### src/rtl/uart_pkg.sv
`timescale 1ns/1ps
// Shared constants and FSM state encoding for the UART receiver.
package uart_pkg;

    localparam int unsigned DEF_CLKS_PER_BIT = 10;
    localparam int unsigned DEF_DATA_BITS    = 8;

    typedef enum logic [2:0] {
        IDLE  = 3'd0,
        START = 3'd1,
        DATA  = 3'd2,
        STOP  = 3'd3,
        BREAK = 3'd4
    } state_t;

endpackage

### src/rtl/uart_bit_timer.sv
`timescale 1ns/1ps
// Bit-period counter: free-runs unless cleared, flags the half-bit and full-bit terminal counts.
module uart_bit_timer
    import uart_pkg::*;
#(
    parameter int unsigned CLKS_PER_BIT = DEF_CLKS_PER_BIT
) (
    input  logic clk_in,
    input  logic rst_n,
    input  logic clear,
    output logic half_done,
    output logic full_done
);

    localparam logic [15:0] HALF_LAST = 16'(CLKS_PER_BIT / 2 - 1);
    localparam logic [15:0] FULL_LAST = 16'(CLKS_PER_BIT - 1);

    logic [15:0] cnt;

    always_ff @(posedge clk_in or negedge rst_n) begin
        if (!rst_n) begin
            cnt <= '0;
        end else if (clear) begin
            cnt <= '0;
        end else begin
            cnt <= cnt + 16'd1;
        end
    end

    assign half_done = (cnt == HALF_LAST);
    assign full_done = (cnt == FULL_LAST);

endmodule

### src/rtl/uart_rx_ctrl.sv
`timescale 1ns/1ps
// UART receiver: synchronizer, start/data/stop/break FSM and a one-deep
// valid/ready holding register with framing-error and overrun pulses.
module uart_rx_ctrl
    import uart_pkg::*;
#(
    parameter int unsigned CLKS_PER_BIT = DEF_CLKS_PER_BIT,
    parameter int unsigned DATA_BITS    = DEF_DATA_BITS
) (
    input  logic                 clk_in,
    input  logic                 rst_n,
    input  logic                 rx_in,
    output logic [DATA_BITS-1:0] data_out,
    output logic                 data_valid,
    input  logic                 data_ready,
    output logic                 frame_err,
    output logic                 overrun,
    output logic                 busy
);

    localparam logic [2:0] LAST_IDX = 3'(DATA_BITS - 1);

    state_t               state;
    logic                 rx_m, rx_s, rx_d;
    logic [1:0]           settle;
    logic                 armed;
    logic [2:0]           idx;
    logic [DATA_BITS-1:0] shift;
    logic                 half_done, full_done;
    logic                 timer_clear;
    logic                 stop_ok;

    uart_bit_timer #(.CLKS_PER_BIT(CLKS_PER_BIT)) u_timer (
        .clk_in    (clk_in),
        .rst_n     (rst_n),
        .clear     (timer_clear),
        .half_done (half_done),
        .full_done (full_done)
    );

    always_comb begin
        timer_clear = 1'b0;
        case (state)
            IDLE, BREAK: timer_clear = 1'b1;
            START:       timer_clear = half_done;
            DATA, STOP:  timer_clear = full_done;
            default:     timer_clear = 1'b1;
        endcase
    end

    assign stop_ok = (state == STOP) && full_done && rx_s;
    assign busy    = (state != IDLE);

    // The reset value of the synchronizer is artificial; only arm edge detection
    // once a genuine high has travelled through, so a line held low is ignored.
    always_ff @(posedge clk_in or negedge rst_n) begin
        if (!rst_n) begin
            rx_m   <= 1'b1;
            rx_s   <= 1'b1;
            rx_d   <= 1'b1;
            settle <= '0;
            armed  <= 1'b0;
        end else begin
            rx_m   <= rx_in;
            rx_s   <= rx_m;
            rx_d   <= rx_s;
            settle <= {settle[0], 1'b1};
            if (settle[1] && rx_s) begin
                armed <= 1'b1;
            end
        end
    end

    always_ff @(posedge clk_in or negedge rst_n) begin
        if (!rst_n) begin
            state     <= IDLE;
            idx       <= '0;
            shift     <= '0;
            frame_err <= 1'b0;
        end else begin
            frame_err <= 1'b0;
            case (state)
                IDLE: begin
                    if (armed && rx_d && !rx_s) begin
                        state <= START;
                    end
                end
                START: begin
                    if (half_done) begin
                        if (!rx_s) begin
                            state <= DATA;
                            idx   <= '0;
                        end else begin
                            state <= IDLE;
                        end
                    end
                end
                DATA: begin
                    if (full_done) begin
                        shift[idx] <= rx_s;
                        if (idx == LAST_IDX) begin
                            state <= STOP;
                        end else begin
                            idx <= idx + 3'd1;
                        end
                    end
                end
                STOP: begin
                    if (full_done) begin
                        if (rx_s) begin
                            state <= IDLE;
                        end else begin
                            frame_err <= 1'b1;
                            state     <= BREAK;
                        end
                    end
                end
                BREAK: begin
                    if (rx_s) begin
                        state <= IDLE;
                    end
                end
                default: state <= IDLE;
            endcase
        end
    end

    always_ff @(posedge clk_in or negedge rst_n) begin
        if (!rst_n) begin
            data_out   <= '0;
            data_valid <= 1'b0;
            overrun    <= 1'b0;
        end else begin
            overrun <= 1'b0;
            if (stop_ok) begin
                if (!data_valid || data_ready) begin
                    data_out   <= shift;
                    data_valid <= 1'b1;
                end else begin
                    overrun <= 1'b1;
                end
            end else if (data_valid && data_ready) begin
                data_valid <= 1'b0;
            end
        end
    end

endmodule
### config.mk
export PLATFORM = sky130hd
export DESIGN_NAME = uart_rx_ctrl
export DESIGN_NICKNAME = d
export VERILOG_FILES = /design/src/rtl/uart_pkg.sv /design/src/rtl/uart_bit_timer.sv /design/src/rtl/uart_rx_ctrl.sv
export SDC_FILE = /design/constraint.sdc
export NUM_CORES = 1
export LEC_CHECK = 0
export BUFFER_PORTS_ARGS = -buffer_cell sky130_fd_sc_hd__buf_4
export CORE_AREA = 5 5 85 87
export DETAILED_ROUTE_END_ITERATION = 16
export DIE_AREA = 0 0 90 92
export GPL_TIMING_DRIVEN = 1
export SLEW_MARGIN = 15
export SYNTH_ARGS = -nofsm -noshare
export SYNTH_HDL_FRONTEND = slang
export SYNTH_HIERARCHICAL = 1
export SYNTH_SLANG_ARGS = --single-unit
### constraint.sdc
create_clock -name clk_in -period 3.28 [get_ports clk_in]
set_input_delay 0.328 -clock clk_in [delete_from_list [all_inputs] [get_ports clk_in]]
set_output_delay 0.328 -clock clk_in [all_outputs]
set_load 0.01 [all_outputs]
==> results of run 1 <==
==> flip-flops by register name, indices dropped and copies added (netlist names), 2 cells and up <==
register and cells:
data_out 8, idx 3, settle 2, u_timer/cnt 16, state 3, shift 8
==> final cells by class <==
cell class,count,area [µm²]
multi-input cells,131,938
clock buffers,6,82.6
repair buffers,17,128
fillers,624,3810
inverters,6,22.5
clock inverters,2,16.3
flip-flops and latches,47,1180
well taps,77,96.3
==> routing by layer <==
layer / GRT usage (%) / part of all wire [%] / vias up
li1: - / - / 721
met1: 13.2 / 46 / 728
met2: 15.7 / 48 / 34
met3: 2.95 / 4.4 / 7
met4: 3.35 / 1.3 / 0
met5: 0 / 0 / -
==> path summary, 6_finish.rpt <==
path	from	end	slack, ns
hold reg to reg	settle[0]	settle[1]	0.35
setup reg to reg	u_timer/cnt[5]	data_out[0]	0.93
hold / removal	rst_n	data_out[2]	0.02
setup / recovery	u_timer/cnt[5]	data_out[0]	0.93
min in group clk_in	rx_in	rx_m	0.13
max in group asynchronous	rst_n	state[1]	2.83
==> synthesized netlist by cell type (2+ instances only) <==
cell       count  share of area, %
dfrtp_1       44                50
mux2_2        20                10
nor2_1        19               3.3
nand2_1       10               1.7
a21oi_1        8               1.8
nand3_1        8               1.8
nor2b_1        7               2.0
nor4_1         7               2.0
inv_1          6               1.0
ha_1           5               2.9
o31ai_1        5               1.7
buf_2          4              0.92
nor3_1         4              0.92
or4_1          4               1.4
clkbuf_1       3              0.52
dfstp_2        3               3.6
o21ai_0        3              0.69
or3_1          3              0.86
a22o_1         2              0.80
nand4_1        2              0.57
nand4_2        2               1.1
nand4bb_1      2               1.0
nor3b_1        2              0.69
xor2_1         2              0.80
==> power groups by stage <==
stage / Combinational (mW) / Clock, mW / Sequential (mW)
CTS: 0.0466 / 0.391 / 0.599
global route: 0.0525 / 0.411 / 0.602
global placement: 0.0457 / 0 / 0.610
detailed placement: 0.0465 / 0 / 0.611
finish: 0.0443 / 0.370 / 0.599
floorplan: 0.0293 / 0 / 0.604
==> through the flow <==
stage	power [mW]	hold WS [ns]
floorplan	0.633	0.0324
global placement	0.656	0.331
detailed placement	0.657	0.337
CTS	1.04	0.0523
global route	1.06	0.0792
finish	1.01	0.0225
==> logic make-up (layout without fill, tap and decap cells) <==
| logic type | count (synthesis) | in the layout | synth area share, % |
|---|---|---|---|
| AND/OR/NAND/NOR | 78 | 78 | 21.0 |
| flip-flops | 47 | 47 | 54.0 |
| AO/OA/AOI/OAI | 23 | 23 | 6.88 |
| multiplexers | 21 | 21 | 10.8 |
| buffers and inverters | 14 | 31 | 2.98 |
| adder cells (fa/ha/maj) | 5 | 5 | 2.87 |
| XOR/XNOR | 3 | 3 | 1.20 |
| other | 1 | 1 | 0.172 |
==> critical path: stages, from the launching register on <==
cell and delay (ns):
dfrtp_1 0.45, nor4_1 0.30, nand3_1 0.14, nor3_1 0.19, buf_4 0.19, and4b_1 0.26
nand3_1 0.32, mux2_2 0.39
==> cells in the final DEF, fill, tap and decap left out, types with 2 or more instances in the layout <==
| master | n |
|---|---|
| nor3b_1 | 2 |
| buf_4 | 17 |
| clkbuf_8 | 6 |
| nor4_1 | 7 |
| xor2_1 | 2 |
| dfstp_2 | 3 |
| nand4bb_1 | 2 |
| o31ai_1 | 5 |
| nor2b_1 | 7 |
| or3_1 | 3 |
| nor2_1 | 19 |
| nand4_1 | 2 |
| dfrtp_1 | 44 |
| o21ai_0 | 3 |
| ha_1 | 5 |
| or4_1 | 4 |
| nand4_2 | 2 |
| a21oi_1 | 8 |
| mux2_2 | 20 |
| nand3_1 | 8 |
| a22o_1 | 2 |
| nor3_1 | 4 |
| nand2_1 | 10 |
| inv_1 | 6 |
==> impl_metrics.py, run 1 <==
metrics = {
    "floorplan": {
        "coreArea_um2": 6280,
        "start_util_pct": 34.8,
        "num_rows": 29,
        "die_w_um": 90,
        "fp.dieH_um": 92,
        "dieArea_um2": 8280,
        "pin_count": 16,
    },
    "sta": {
        "fmax_mhz": 426,
        "finalMaxSlewViolations": 0,
        "worst_slew_pin_slew_ns": 0.604,
        "finalHoldViolCount": 0,
        "finalSetupTns_ns": 0,
        "fin_crit_sh_pct": 71.5,
        "clock_skew_ns": 0.00598,
        "slew_headroom_pct": 59.7,
        "setup_ws_ns": 0.935,
        "post-route-min-period_ns": 2.35,
        "setup-violations-final": 0,
        "rsz0062_at_grt": "no",
    },
    "place": {
        "placed_cells": 278,
        "numPortBuffers": 15,
        "dp.final_hpwl_um": 2530,
        "gp_congestion": 0.732,
        "place_area_um2": 2360,
        "pre_cts_ws_ns": 0.904,
    },
    "synthesis": {
        "synth_nets": 201,
        "synth_cells": 192,
        "synth_cell_types": 41,
        "ys_ff_latch": 47,
        "synth_edf_count": 0,
        "synth.avg_cell_area_um2": 11.4,
        "ys.warnings.count": 6,
        "synthArstFlopShare_pct": 100,
        "synthFlopType": "dfrtp_1",
        "yosysSeqAreaShare_pct": 54.0,
        "netlist_area_um2": 2180,
    },
    "power_and_ir_drop": {
        "switching_share_pct": 23.5,
        "p_int_mw": 0.776,
        "power.density_nw_per_um2": 411,
        "combPwrFrac_pct": 4.4,
        "p_seq_share_pct": 59.1,
        "p_leak_nw": 1.11,
        "ir_drop_uv": 182,
        "p_sw_mw": 0.238,
        "clkPwrFrac_pct": 36.5,
    },
    "drt": {
        "routedWlPerCell_um": 13.2,
        "viasPerCell": 5.21,
        "drc": 0,
        "num_vias": 1490,
        "drt_pass1_iterations": 4,
        "ant_nets": 0,
        "drt_iter0_markers": 119,
        "routed_wl_um": 3780,
    },
    "grt": {
        "grt_overflow": 0,
        "grt_pass1_wl_um": 6840,
        "grt_max_degree": 48,
        "grt_pass1_vias": 1435,
        "antenna_found_initial": 0,
        "grtUsageTotal_pct": 9.99,
    },
    "setup_path": {
        "critPathKind": "flop to flop",
        "path_max_fanout": 10,
        "startpoint_type": "flop",
        "critPathCaptureType": "flop",
        "crit_required_ns": 3.47,
        "cp.arrival_ns": 2.53,
        "ff2ff_path_depth": 7,
    },
    "run": {
        "cap_viol_max_count": 0,
    },
    "clocking": {
        "htreeDepth": 2,
        "cts_made_buffers": 5,
        "path_clk_slew_ns": 0.09,
        "clock_tree.root_cell": "clkbuf_8",
        "post-cts-setup-buffer-count": 0,
        "cts_sinks": 47,
        "cts_resized": 0,
        "clk-insertion-delay-late_ns": 0.30,
        "clock_tree.buffer_depth": 2,
        "hold_buffers": 0,
        "cts_tree": "done",
    },
    "finish": {
        "postLayoutCellArea_um2": 2460,
        "fin_cells": 286,
        "final_nets": 217,
        "antenna_cells": 0,
        "final_core_util_pct": 39.2,
        "drive_gt1_share_pct": 25.8,
        "syn_to_final_growth_pct": 12.8,
    },
    "worst_hold_path": {
        "min_path_type": "input port to async pin",
    },
    "outcome": {
        "status": "finished, final reports clean",
    },
}
No activity file was read; power rests on OpenSTA's default activity.
==> run 2: changes to the inputs <==
- clock period: 3.28 -> 2.2 ns (I/O delays scaled with it)
==> run 2 against run 1 <==
Against the previous run:
- utilization grew 3.7 points
- clock power is 73% higher
- clock skew is 0.0030 ns higher
- design area is 9.4% higher
- critical path depth up 1
- sequential share of layout area shrank 4.1 points
- worst setup slack got worse by 0.78 ns
- largest cell class unchanged
==> impl_metrics.py, run 2 (synthesis results as in run 1) <==
metrics = {
    "floorplan": {
        "dieArea_um2": 8280,
        "die_w_um": 90,
        "num_rows": 29,
        "fp.dieH_um": 92,
        "start_util_pct": 34.8,
        "coreArea_um2": 6280,
        "pin_count": 16,
    },
    "clocking": {
        "clk-insertion-delay-late_ns": 0.30,
        "path_clk_slew_ns": 0.09,
        "cts_tree": "done",
        "clock_tree.root_cell": "clkbuf_8",
        "clock_tree.buffer_depth": 2,
        "cts_made_buffers": 5,
        "cts_sinks": 47,
        "htreeDepth": 2,
    },
    "drt": {
        "drt_iter0_markers": 94,
        "drc": 0,
        "num_vias": 1568,
        "routedWlPerCell_um": 13.6,
        "drt_pass1_iterations": 4,
        "ant_nets": 0,
        "routed_wl_um": 4170,
        "viasPerCell": 5.11,
    },
    "setup_path": {
        "crit_family": "simple AND/OR/NAND/NOR gates",
        "critPathKind": "flop to flop",
        "crit_path_start": "u_timer/cnt[13]",
        "cp_cell_sequence": "nor4_4 -> nand3_2 -> nor3_4 -> buf_6 -> and4b_1 -> nand3_1 -> buf_6 -> mux2_2",
        "crit_top_cell": "buf_6",
        "critPathCaptureType": "flop",
        "crit_required_ns": 2.39,
        "cp.arrival_ns": 2.24,
        "worst_path_max_delay_cell": "dfrtp_1",
        "reg2reg_from": "u_timer/cnt[13]",
        "startpoint_type": "flop",
        "crit_buf_inv": 2,
        "cpPeakStageDelay_ns": 0.44,
        "path_max_fanout": 8,
    },
    "run": {
        "cap_viol_max_count": 0,
    },
    "grt": {
        "grt_pass1_wl_um": 7310,
        "grtUsageTotal_pct": 10.5,
        "grt_overflow": 0,
        "grt_max_degree": 48,
        "antenna_found_initial": 0,
        "grt_pass1_vias": 1574,
    },
    "sta": {
        "finalMaxSlewViolations": 0,
        "worst_slew_pin_slew_ns": 0.595,
        "fmax_mhz": 488,
        "fin_crit_sh_pct": 93.2,
        "slew_headroom_pct": 60.3,
        "setup_ws_ns": 0.150,
        "fin_hold_ws_ns": 0.0292,
        "finalHoldViolCount": 0,
        "setup-violations-final": 0,
        "post-route-min-period_ns": 2.05,
        "finalSetupTns_ns": 0,
        "clock_skew_ns": 0.00897,
        "rsz0062_at_grt": "no",
    },
    "finish": {
        "final_core_util_pct": 42.9,
        "layout_common_cells": "dfrtp_1 (44), buf_4 (34), mux2_2 (20)",
        "antenna_cells": 0,
        "largest_reg_flops": 16,
        "syn_to_final_growth_pct": 23.4,
        "top_register": "u_timer/cnt",
        "final_nets": 238,
        "final_common_cell": "dfrtp_1",
        "drive_gt1_share_pct": 34.8,
        "reg.largest.list": "u_timer/cnt (16), data_out (8), shift (8)",
    },
    "power_and_ir_drop": {
        "power.density_nw_per_um2": 603,
        "p_leak_nw": 1.25,
        "ir_drop_uv": 268,
        "total_power_mw": 1.62,
    },
    "place": {
        "dp.final_hpwl_um": 2820,
        "gp_congestion": 0.751,
        "pre_cts_ws_ns": 0.0683,
        "numPortBuffers": 15,
    },
    "outcome": {
        "status": "finished, final reports clean",
    },
    "worst_hold_path": {
        "hp-start": "rx_in",
        "min_path_type": "input port to flop",
    },
}
==> run 2: changes by cell type in the layout (fill, tap and decap cells not counted), moves of 2 or more <==
cell,delta
buf_4,+17
buf_6,+2
nor3_1,-2
nor4_1,-2
==> run 2: area by class of cell <==
cell class | instances | area, µm²
fill | 588 | 3580
sequential | 47 | 1180
multi-input combinational | 131 | 985
timing repair buffer | 38 | 299
tap | 77 | 96.3
clock buffer | 5 | 68.8
clock inverter | 3 | 43.8
inverter | 6 | 22.5
==> run 2: worst paths after layout <==
path                             endpoint  slack, ns  cells after the start
max in group asynchronous  u_timer/cnt[1]       1.33                      2
hold / removal                       rx_m       0.03                      1
setup / recovery              data_out[7]       0.15                      8
setup reg to reg              data_out[7]       0.15                      8
hold reg to reg                 settle[1]       0.35                      0
min in group asynchronous     data_out[3]       0.46                      2
==> run 2: where the power goes <==
part	leakage, nW	switching (mW)	internal (mW)
combinational	0.553	0.0566	0.0422
sequential	0.635	0.0106	0.876
clock	0.0581	0.301	0.339
==> run 2: worst reg2reg max path, delay by kind of cell, from the launching register on <==
family | cells | cell delay (ns)
and+or+nand+nor | 5 | 0.94
DFF | 1 | 0.44
buffers and inverters | 2 | 0.29
muxes | 1 | 0.26
==> run 2: what timing repair did <==
| action | 4_1_cts | 5_1_grt |
|---|---|---|
| resized for setup | 0 | 12 |
| endpoints found under the setup margin | 0 | 27 |
| hold buffers | 1 | 0 |
| buffers inserted | 0 | 3 |
| endpoints found under the hold margin | 44 | 0 |
==> run 2: through the flow <==
| step | cells | area, µm² |
|---|---|---|
| global route | 307 | 2700 |
| global placement | 293 | 2480 |
| detailed placement | 293 | 2480 |
| CTS | 302 | 2600 |
| floorplan | 192 | 2180 |
| finish | 307 | 2700 |
==> run 2: per-layer routing <==
metal	GRT usage, %	vias to the layer above	routed length (µm)
li1	-	764	-
met3	3.27	7	191
met1	12.8	775	1910
met4	2.98	0	76
met5	0	-	0
met2	17.9	22	1990
==> run 3: changes to the inputs <==
- REMOVE_ABC_BUFFERS: unset -> 1
==> run 3 against run 2 <==
Against the previous run:
- sequential cell count did not move
- critical endpoint is now data_out[1]
- worst setup slack better by 0.017 ns
- sequential power increased by 0.6%
- design area shrank 2.5%
- largest cell class unchanged
- critical path type unchanged
==> impl_metrics.py, run 3 (synthesis results as in run 1) <==
metrics = {
    "outcome": {
        "status": "finished, final reports clean",
    },
    "place": {
        "place_area_um2": 2460,
        "pre_cts_ws_ns": 0.00314,
        "gp_congestion": 0.722,
        "numPortBuffers": 15,
        "dp.final_hpwl_um": 2730,
    },
    "floorplan": {
        "die_w_um": 90,
        "num_rows": 29,
        "pin_count": 16,
        "start_util_pct": 34.8,
        "fp.dieH_um": 92,
        "dieArea_um2": 8280,
        "coreArea_um2": 6280,
    },
    "sta": {
        "setup-violations-final": 0,
        "worst_slew_pin_slew_ns": 0.575,
        "slew_headroom_pct": 61.7,
        "clock_skew_ns": 0.00835,
        "post-route-min-period_ns": 2.03,
        "fin_crit_sh_pct": 92.4,
        "finalHoldViolCount": 0,
        "fin_hold_ws_ns": 0.207,
        "setup_ws_ns": 0.167,
        "fmax_mhz": 492,
        "finalMaxSlewViolations": 0,
    },
    "clocking": {
        "path_clk_slew_ns": 0.09,
        "clock_tree.root_cell": "clkbuf_8",
        "clock_tree.buffer_depth": 2,
        "cts_made_buffers": 5,
        "htreeDepth": 2,
        "cts_sinks": 47,
        "clk-insertion-delay-late_ns": 0.30,
        "cts_tree": "done",
        "post-cts-setup-buffer-count": 0,
    },
    "grt": {
        "grt_pass1_vias": 1477,
        "antenna_found_initial": 0,
        "grt_overflow": 0,
        "grt_max_degree": 48,
        "grtUsageTotal_pct": 10.2,
        "grt_pass1_wl_um": 6960,
    },
    "setup_path": {
        "cpPeakStageDelay_ns": 0.41,
        "startpoint_type": "flop",
        "crit_top_cell": "nand3_1",
        "path_max_fanout": 8,
        "critPathCaptureType": "flop",
        "cp_cell_sequence": "nor4_2 -> nand3_1 -> nor3_4 -> and4b_2 -> nand3_1 -> buf_4 -> mux2_2",
        "crit_required_ns": 2.39,
        "critPathKind": "flop to flop",
        "worst_path_max_delay_cell": "dfrtp_1",
        "cp.arrival_ns": 2.23,
    },
    "finish": {
        "top_register": "u_timer/cnt",
        "layout_common_cells": "dfrtp_1 (44), buf_4 (30), mux2_2 (20)",
        "syn_to_final_growth_pct": 20.3,
        "reg.largest.list": "u_timer/cnt (16), data_out (8), shift (8)",
        "drive_gt1_share_pct": 33.5,
        "postLayoutCellArea_um2": 2630,
        "n_fill_cell": 614,
        "final_common_cell": "dfrtp_1",
        "final_nets": 232,
        "largest_reg_flops": 16,
        "antenna_cells": 0,
    },
    "drt": {
        "num_vias": 1508,
        "drc": 0,
        "routedWlPerCell_um": 13.2,
        "routed_wl_um": 3980,
        "drt_iter0_markers": 107,
        "drt_pass1_iterations": 5,
        "ant_nets": 0,
        "viasPerCell": 5.01,
    },
    "power_and_ir_drop": {
        "ir_drop_uv": 249,
        "power.density_nw_per_um2": 576,
        "p_leak_nw": 1.18,
    },
    "run": {
        "cap_viol_max_count": 0,
    },
    "worst_hold_path": {
        "min_path_type": "input port to flop",
    },
}
==> run 3: cell count changes in the layout (fill, tap and decap cells not counted), moves of 2 or more <==
cell / change
buf_6: -2
nor3_1: -2
buf_4: -4
nor3_2: +2
==> run 3: path summary, 6_finish.rpt <==
kind / startpoint / slack, ns / endpoint / cells past startpoint
min in group asynchronous: rst_n / 0.45 / u_timer/cnt[9] / 2
max in group asynchronous: rst_n / 1.36 / data_out[5] / 2
hold / removal: data_ready / 0.21 / overrun / 3
setup reg to reg: u_timer/cnt[6] / 0.17 / data_out[1] / 7
hold reg to reg: settle[0] / 0.36 / settle[1] / 0
setup / recovery: u_timer/cnt[6] / 0.17 / data_out[1] / 7
==> run 3: through the flow <==
stage | TNS [ns] | cells | util [%] | total power, mW
floorplan | -7.42 | 184 | - | 0.941
global placement | 0 | 291 | 39.2 | 0.986
detailed placement | 0 | 291 | 39.2 | 0.987
CTS | 0 | 300 | 41.0 | 1.54
global route | -0.154 | 301 | 41.9 | 1.59
finish | 0 | 301 | 41.9 | 1.51
==> run 3: repair_timing <==
action / CTS / global route
setup endpoints to repair: 4 / 29
hold endpoints to repair: 44 / 1
gates resized for setup: 1 / 8
hold buffers: 1 / 1
gates cloned: 0 / 0
pin swaps: 0 / 3
==> run 3: layout make-up <==
| class | count | area, µm² | share of cell area (%) |
|---|---|---|---|
| Clock buffer | 6 | 82.6 | 3.14 |
| Clock inverter | 2 | 16.3 | 0.619 |
| Timing Repair Buffer | 32 | 245 | 9.33 |
| Sequential cell | 47 | 1180 | 44.9 |
| Inverter | 6 | 22.5 | 0.857 |
| Tap cell | 77 | 96.3 | 3.67 |
| Multi-Input combinational cell | 131 | 985 | 37.5 |
==> run 3: worst max-delay path: cells and delay by family, from the launching register on <==
kind / cells / cell delay, ns
buf+inv: 1 / 0.19
mux: 1 / 0.28
flops: 1 / 0.41
simple gates: 5 / 1.06
==> run 3: routing by layer <==
| layer | wire, µm | vias up | global-route usage [%] |
|---|---|---|---|
| li1 | - | 747 | - |
| met1 | 1980 | 729 | 13.8 |
| met2 | 1780 | 25 | 14.9 |
| met3 | 151 | 7 | 2.86 |
| met4 | 71 | 0 | 5.09 |
| met5 | 0 | - | 0 |
==> run 3: power breakdown <==
group          switching, mW  internal [mW]
Combinational         0.0465         0.0321
Clock                  0.288          0.256
Sequential            0.0157          0.876
Total                  0.350           1.16
